[config.mk]
export PLATFORM = sky130hd
export DESIGN_NAME = lbus_master
export DESIGN_NICKNAME = d
export VERILOG_FILES = /design/src/rtl/lbus_master.sv
export SDC_FILE = /design/constraint.sdc
export NUM_CORES = 1
export LEC_CHECK = 0
export ABC_AREA = 1
export BUFFER_PORTS_ARGS = -buffer_cell sky130_fd_sc_hd__clkbuf_2
export CORE_AREA = 2 2 85 79
export DETAILED_ROUTE_END_ITERATION = 10
export DIE_AREA = 0 0 87 81
export PLACE_DENSITY = 0.8
export SLEW_MARGIN = 10
export SYNTH_ARGS = -nofsm -noshare
export SYNTH_HDL_FRONTEND = slang
export SYNTH_SLANG_ARGS = --single-unit
[constraint.sdc]
create_clock -name clk -period 1.9 [get_ports clk]
set_input_delay 0.095 -clock clk [delete_from_list [all_inputs] [get_ports clk]]
set_output_delay 0.095 -clock clk [all_outputs]
set_load 0.005 [all_outputs]
[src/rtl/lbus_master.sv]
// ============================================================================
//  Module   : lbus_master
//  Purpose  : Local-bus initiator. It sequences single-word read and write
//             cycles on a multiplexed address/data bus and generates the
//             target-side reset.
//  Revision : 1.0  initial release
// ============================================================================
`default_nettype none

module lbus_master #(
  parameter int ADDR_SETUP = 1,
  parameter int WR_LOW     = 2,
  parameter int RD_LOW     = 3,
  parameter int RECOVER    = 1,
  parameter int RST_LEN    = 16
) (
  input  logic        clk,
  input  logic        rstn,
  input  logic        cmd_valid,
  output logic        cmd_ready,
  input  logic        cmd_wr,
  input  logic [15:0] cmd_addr,
  input  logic [15:0] cmd_wdata,
  output logic        rsp_valid,
  output logic [15:0] rsp_rdata,
  input  logic        tgt_rst_req,
  output logic        busy,
  output logic [15:0] lbus_do,
  input  logic [15:0] lbus_di,
  output logic        lbus_wrn,
  output logic        lbus_rdn,
  output logic        lbus_rstn_o
);

  // A zero-length phase would collapse the bus timing, so every phase lasts at least one cycle.
  localparam int c_AS_N  = (ADDR_SETUP < 1) ? 1 : ADDR_SETUP;
  localparam int c_WR_N  = (WR_LOW     < 1) ? 1 : WR_LOW;
  localparam int c_RD_N  = (RD_LOW     < 1) ? 1 : RD_LOW;
  localparam int c_REC_N = (RECOVER    < 1) ? 1 : RECOVER;
  localparam int c_RST_N = (RST_LEN    < 1) ? 1 : RST_LEN;

  localparam logic [7:0] c_AS_LAST  = 8'(c_AS_N  - 1);
  localparam logic [7:0] c_WR_LAST  = 8'(c_WR_N  - 1);
  localparam logic [7:0] c_RD_LAST  = 8'(c_RD_N  - 1);
  localparam logic [7:0] c_REC_LAST = 8'(c_REC_N - 1);
  localparam logic [7:0] c_RST_LAST = 8'(c_RST_N - 1);

  typedef enum logic [2:0] {
    S_TRST  = 3'd0,
    S_IDLE  = 3'd1,
    S_ADDR  = 3'd2,
    S_WSTB  = 3'd3,
    S_RSTB  = 3'd4,
    S_RECOV = 3'd5
  } state_t;

  state_t      r_state;
  logic [7:0]  r_cnt;
  logic        r_wr;
  logic [15:0] r_wdata;

  assign cmd_ready = (r_state == S_IDLE) && !tgt_rst_req;
  assign busy      = (r_state != S_IDLE);

  always_ff @(posedge clk or negedge rstn) begin
    if (!rstn) begin
      r_state     <= S_TRST;
      r_cnt       <= 8'd0;
      r_wr        <= 1'b0;
      r_wdata     <= 16'h0000;
      lbus_rstn_o <= 1'b0;
      lbus_wrn    <= 1'b1;
      lbus_rdn    <= 1'b1;
      lbus_do     <= 16'h0000;
      rsp_valid   <= 1'b0;
      rsp_rdata   <= 16'h0000;
    end else begin
      rsp_valid <= 1'b0;
      case (r_state)
        S_TRST: begin
          lbus_rstn_o <= 1'b0;
          lbus_wrn    <= 1'b1;
          lbus_rdn    <= 1'b1;
          if (r_cnt == c_RST_LAST) begin
            r_state     <= S_IDLE;
            r_cnt       <= 8'd0;
            lbus_rstn_o <= 1'b1;
          end else begin
            r_cnt <= r_cnt + 8'd1;
          end
        end

        // A target-reset request beats a pending command, which then waits in place.
        S_IDLE: begin
          if (tgt_rst_req) begin
            r_state     <= S_TRST;
            r_cnt       <= 8'd0;
            lbus_rstn_o <= 1'b0;
          end else if (cmd_valid) begin
            r_state <= S_ADDR;
            r_cnt   <= 8'd0;
            r_wr    <= cmd_wr;
            r_wdata <= cmd_wdata;
            lbus_do <= cmd_addr;
          end
        end

        S_ADDR: begin
          if (r_cnt == c_AS_LAST) begin
            r_cnt <= 8'd0;
            if (r_wr) begin
              r_state  <= S_WSTB;
              lbus_do  <= r_wdata;
              lbus_wrn <= 1'b0;
            end else begin
              r_state  <= S_RSTB;
              lbus_rdn <= 1'b0;
            end
          end else begin
            r_cnt <= r_cnt + 8'd1;
          end
        end

        S_WSTB: begin
          if (r_cnt == c_WR_LAST) begin
            r_state  <= S_RECOV;
            r_cnt    <= 8'd0;
            lbus_wrn <= 1'b1;
          end else begin
            r_cnt <= r_cnt + 8'd1;
          end
        end

        // Read data is captured on the same edge that releases the strobe.
        S_RSTB: begin
          if (r_cnt == c_RD_LAST) begin
            r_state   <= S_RECOV;
            r_cnt     <= 8'd0;
            lbus_rdn  <= 1'b1;
            rsp_rdata <= lbus_di;
            rsp_valid <= 1'b1;
          end else begin
            r_cnt <= r_cnt + 8'd1;
          end
        end

        S_RECOV: begin
          if (r_cnt == c_REC_LAST) begin
            r_state <= S_IDLE;
            r_cnt   <= 8'd0;
          end else begin
            r_cnt <= r_cnt + 8'd1;
          end
        end

        default: begin
          r_state     <= S_TRST;
          r_cnt       <= 8'd0;
          lbus_rstn_o <= 1'b0;
          lbus_wrn    <= 1'b1;
          lbus_rdn    <= 1'b1;
        end
      endcase
    end
  end

endmodule

`default_nettype wire

==> flow_metrics.tcl, run 1 <==
set metrics [dict create \
    status "finished clean" \
    power_leakage_nw 2.29 \
    critPathMaxFanout 25 \
    grt_usage_pct 22.9 \
    busiest_layer "met2" \
    finalNetCount 538 \
    p_comb_share_pct 41.1 \
    hold_violations 0 \
    finalCritPeriodShare_pct 92.4 \
    fin_setup_tns_ns 0 \
    syn_nets 408 \
    drc_errors 0 \
    synth_cell_types 30 \
    clockBufferDepth 2 \
    drt.antenna.violating_nets 0 \
    die_w_microns 87 \
    p_seq_share_pct 38.4 \
    p_int_mw 3.64 \
    initialDrtViolationCount 233 \
    cp-end-kind "flip-flop" \
    min_path_type "in -> reg" \
    globalRouteOverflowTotal 0 \
    grt_max_degree 65 \
    chipHeight_microns 81 \
    avgSynthCellArea_sq_um 8.94 \
    finalSetupViolCount 0 \
    synth_area_sq_um 3140 \
    dpl_cell_area_sq_um 3660 \
    drive_above_1_share_pct 32.4 \
    p_clk_share_pct 20.5 \
    dp_hpwl_microns 5030 \
    port_buffers 90 \
    timing.fmax_mhz 570 \
    final_cell_mix "nand2_1, clkbuf_2, dfrtp_1, dlygate4sd3_1, nand3_1" \
    antenna_found_initial 0 \
    final.min_clock_period_ns 1.75 \
    pin_count 91 \
    skew_ns 0.0111 \
    cts.repair.resized 0 \
    clk_latency_ns 0.34 \
    rsz0062_at_grt "false" \
    synth-warning-count 0 \
    diodes 0 \
    yosysSeqAreaShare_pct 51.1 \
    ir_drop_v 0.000749 \
    syn2layout_area_growth_pct 33.5 \
    cts_tree "done" \
    place.gp.congestion 0.849 \
    worst_pin_slew_ns 0.340 \
    dieArea_sq_um 7050 \
    vias 2848 \
    fill_cells 486 \
    slew_headroom_pct 77.3 \
    grtUsageMet3_pct 7.42 \
    max_cap_violations 0 \
    routed_wl_microns 7850 \
    wl_per_cell_microns 14.0 \
    core_area_sq_um 6270 \
    cp-start-kind "flip-flop" \
    power.switching_mw 2.32 \
    worstPathArrival_ns 2.02 \
    grt_use_met1_pct 26.0 \
    cts_buffers 9 \
    path_class "reg -> reg" \
    root_buffer "clkbuf_8" \
    grt_pass1_wl_microns 12400 \
    h-tree-depth 3 \
    use_met2_pct 40.4 \
    pwr_density_cell_nw_per_um2 1420 \
    final_common_cell "nand2_1" \
    rows 28 \
    slew_violations 0 \
    syn_inst 351 \
    required_ns 2.16 \
    dr.pass1.iters 4 \
    clock_sinks 64 \
    p_sw_share_pct 39.0 \
    finish.instance_area_sq_um 4190 \
    clkTransAtPathRegs_ns 0.07 \
    vias_per_cell 5.09 \
    ys_seq_elements 64 \
    grt_pass1_vias 2798 \
    start_util_pct 50.1 \
]
final timing paths:
path	from	end	slack [ns]	depth (start not counted)
worst max-delay path	r_state[2]$_DFFE_PN0P_	lbus_do[8]$_DFFE_PN0P_	0.15	10
worst min-delay path	cmd_wr	r_wr$_DFFE_PN0P_	0.02	3
worst max register to register	r_state[2]$_DFFE_PN0P_	lbus_do[8]$_DFFE_PN0P_	0.15	10
worst min register to register	lbus_wrn$_DFFE_PN1P_	lbus_wrn$_DFFE_PN1P_	0.47	2
max in group asynchronous	rstn	lbus_rdn$_DFFE_PN1P_	1.28	3
min in group asynchronous	rstn	rsp_rdata[11]$_DFFE_PN0P_	0.29	3
worst max-delay path, stage by stage (launching register included):
cell and delay, ns:
dfrtp_1 0.43, inv_2 0.13, nand3_2 0.17, inv_1 0.12
nand2_2 0.09, o21ai_1 0.08, inv_1 0.06, nand2_2 0.06
buf_4 0.31, nand2_1 0.14, o21ai_2 0.09
final cells by class:
| class | instances | area (sq um) | area share (%) |
|---|---|---|---|
| timing repair buffer | 131 | 853 | 20.4 |
| clock buffer | 12 | 165 | 3.94 |
| clock inverter | 3 | 40.0 | 0.955 |
| multi-input combinational | 256 | 1360 | 32.5 |
| inverter | 19 | 71.3 | 1.70 |
| tap | 75 | 93.8 | 2.24 |
| sequential | 64 | 1600 | 38.3 |
power by group through the flow:
stage / logic (mW) / clock network (mW) / registers (mW)
3_5_place_dp: 2.37 / 0 / 2.29
6_report: 2.45 / 1.22 / 2.29
4_1_cts: 2.45 / 1.23 / 2.27
3_3_place_gp: 2.29 / 0 / 2.27
5_1_grt: 2.75 / 1.30 / 2.34
2_1_floorplan: 1.64 / 0 / 2.26
flip-flops by register name, summed over array words and instances (netlist names), 3 cells and up:
name	flops
lbus_do	16
r_cnt	8
r_state	3
r_wdata	16
rsp_rdata	16
stage by stage:
step | util [%] | std cells | power [mW] | hold WS (ns) | setup WS (ns)
after floorplan | - | 351 | 3.90 | -0.201 | 0.421
after global placement | 58.3 | 512 | 4.56 | 0.137 | 0.294
after detailed placement | 58.3 | 512 | 4.66 | 0.138 | 0.187
after CTS | 66.8 | 560 | 5.96 | 0.0218 | 0.131
after global routing | 66.8 | 560 | 6.39 | 0.0602 | 0.000146
final | 66.8 | 560 | 5.96 | 0.0184 | 0.145
cells in the mapped netlist:
cell      count  area (sq um)
inv_2         7          26.3
nand2_2       7          43.8
buf_4         4          30.0
mux2i_1      16           160
ha_1          4          50.1
buf_2         2          10.0
nand3_1      30           150
nor2_4        3          33.8
inv_1        12          45.0
buf_6         5          56.3
nand4_1       1          6.26
nor2_2        4          25.0
nor3_1        2          10.0
xnor2_1       1          8.76
a21oi_1       3          15.0
nor2_1       20          75.1
o21ai_2      16           140
dfrtp_1      62          1550
clkbuf_1      1          3.75
nand2_1     120           450
dfstp_2       2          52.6
xor2_1        4          35.0
o21ai_1       1          5.00
or2_1         1          6.26
o21ai_0      16          80.1
nand2_4       2          22.5
o21bai_2      1          11.3
nand3b_1      1          7.51
o21bai_1      1          7.51
nand3_2       2          20.0
routing by layer:
metal | wire, microns | part of all wire [%] | vias up
met1 | 3200 | 41 | 1328
met5 | 0 | 0 | -
met3 | 512 | 6.5 | 19
met4 | 171 | 2.2 | 0
li1 | - | - | 1390
met2 | 3960 | 51 | 111
kinds of logic (layout without fill, tap and decap cells):
kind of cell    count (synthesis)  count (layout)  share of synthesized area [%]
compound gates                 38              38                           8.25
xor+xnor                        5               5                           1.39
flops                          64              64                           51.1
simple gates                  193             193                           27.1
fa+ha+maj                       4               4                           1.59
buf+inv                        31             165                           5.46
mux                            16              16                           5.10
what timing repair did:
item                       4_1_cts  5_1_grt
hold buffers                    33        0
setup buffers                    0        0
hold endpoints to repair        94        0
setup endpoints to repair        0        0
No activity file was read; power rests on OpenSTA's default activity.
==> run 2, diff against run 1 <==
==> constraint.sdc (replaced) <==
create_clock -name clk -period 1.95 [get_ports clk]
set_input_delay 0.0975 -clock clk [delete_from_list [all_inputs] [get_ports clk]]
set_output_delay 0.0975 -clock clk [all_outputs]
set_load 0.005 [all_outputs]
==> flow_metrics.tcl, run 2 (synthesized netlist as in run 1, its figures left out) <==
set metrics [dict create \
    status "finished clean" \
    finalNetCount 536 \
    reg2reg_to "rsp_rdata[2]$_DFFE_PN0P_" \
    grt_pass1_vias 2802 \
    max_cap_violations 0 \
    worstPathArrival_ns 2.05 \
    timing.fmax_mhz 565 \
    pin_count 91 \
    power_leakage_nw 2.29 \
    syn2layout_area_growth_pct 33.4 \
    vias_per_cell 5.06 \
    pre_cts_ws_ns 0.247 \
    critPathMaxFanout 17 \
    pwr_density_cell_nw_per_um2 1400 \
    fin_setup_tns_ns 0 \
    root_buffer "clkbuf_8" \
    initialDrtViolationCount 213 \
    start_util_pct 50.1 \
    finalSetupViolCount 0 \
    min_path_type "in -> reg" \
    final_common_cell "nand2_1" \
    grt_max_degree 65 \
    required_ns 2.23 \
    final_cell_mix "nand2_1, clkbuf_2, dfrtp_1, dlygate4sd3_1, nand3_1" \
    rows 28 \
    post_cts_buffers 0 \
    slew_headroom_pct 77.4 \
    skew_ns 0.00801 \
    fill_cells 492 \
    clk_latency_ns 0.34 \
    core_area_sq_um 6270 \
    cp-start-kind "flip-flop" \
    slew_violations 0 \
    place.gp.congestion 0.988 \
    port_buffers 90 \
    wl_per_cell_microns 14.0 \
    routed_wl_microns 7820 \
    grt_usage_pct 23.2 \
    dr.pass1.iters 5 \
    diodes 0 \
    globalRouteOverflowTotal 0 \
    min_to "r_wr$_DFFE_PN0P_" \
    rsz0062_at_grt "false" \
    chipHeight_microns 81 \
    clockBufferDepth 2 \
    drt.antenna.violating_nets 0 \
    worst_pin_slew_ns 0.338 \
    dieArea_sq_um 7050 \
    hold_violations 0 \
    clkTransAtPathRegs_ns 0.07 \
    cts.repair.resized 0 \
    h-tree-depth 3 \
    die_w_microns 87 \
    antenna_found_initial 0 \
    reg_top3 "lbus_do (16), r_wdata (16), rsp_rdata (16)" \
    cts_buffers 9 \
    drc_errors 0 \
    cts_tree "done" \
    clock_sinks 64 \
    whs_ns 0.0176 \
    final.min_clock_period_ns 1.77 \
    dp_hpwl_microns 5020 \
    drive_above_1_share_pct 32.1 \
    hp-start "cmd_wr" \
    path_class "reg -> reg" \
    cp-end-kind "flip-flop" \
    finalCritPeriodShare_pct 90.8 \
    ctsHoldBuffers 32 \
    setup_slack_ns 0.180 \
    vias 2823 \
    reg2reg_slack_ns 0.18 \
    reg2regPathDepth 8 \
    r2r-start "r_cnt[0]$_DFFE_PN0N_" \
    holdPathStages 3 \
    final_util_pct 66.8 \
    ir_drop_v 0.000722 \
    grt_pass1_wl_microns 12700 \
]
run 2: worst max path at each step:
stage,start,endpoint,slack [ns],depth (start not counted)
6_report,r_cnt[0]$_DFFE_PN0N_,rsp_rdata[2]$_DFFE_PN0P_,0.18,8
5_1_grt,r_cnt[0]$_DFFE_PN0N_,rsp_rdata[2]$_DFFE_PN0P_,0.0009,8
4_1_cts,r_cnt[0]$_DFFE_PN0N_,rsp_rdata[10]$_DFFE_PN0P_,0.22,8
3_5_place_dp,r_cnt[0]$_DFFE_PN0N_,rsp_rdata[10]$_DFFE_PN0P_,0.25,8
3_3_place_gp,r_cnt[0]$_DFFE_PN0N_,rsp_rdata[5]$_DFFE_PN0P_,0.29,8
2_1_floorplan,r_cnt[0]$_DFFE_PN0N_,lbus_do[12]$_DFFE_PN0P_,0.47,10
run 2: per-stage QoR:
stage | area [sq um] | instances | power (mW)
floorplan | 3140 | 351 | 3.80
global placement | 3650 | 511 | 4.44
detailed placement | 3650 | 511 | 4.54
CTS | 4190 | 558 | 5.88
global route | 4190 | 558 | 6.34
finish | 4190 | 558 | 5.88
run 2: worst max-delay path: stages, from the launching register on:
cell     delay [ns]
dfrtp_1        0.43
inv_1          0.10
ha_1           0.15
nand2_1        0.07
nor2_1         0.21
nand2_2        0.25
inv_2          0.30
nand2_1        0.11
nand2_1        0.07
run 2: layout make-up:
cell class | instances | area (sq um) | share of cell area (%)
inverter | 19 | 71.3 | 1.70
multi-input combinational | 256 | 1360 | 32.6
tap | 75 | 93.8 | 2.24
clock buffer | 12 | 155 | 3.70
clock inverter | 3 | 65.1 | 1.55
timing repair buffer | 129 | 836 | 20.0
sequential | 64 | 1600 | 38.3
run 2: per-layer routing:
layer  share of wire (%)  vias up  GRT usage, %  wire, microns
li1                    -     1384             -              -
met1                  42     1316          28.8           3280
met2                  50      107          39.0           3910
met3                 6.0       16          5.28            468
met4                 2.0        0          10.0            156
met5                   0        -             0              0
run 2: power breakdown:
part           switching, mW  internal, mW  leakage, nW
registers              0.348          1.88        0.774
clock network          0.493         0.781        0.112
logic                   1.40         0.982         1.40
total                   2.24          3.64         2.29
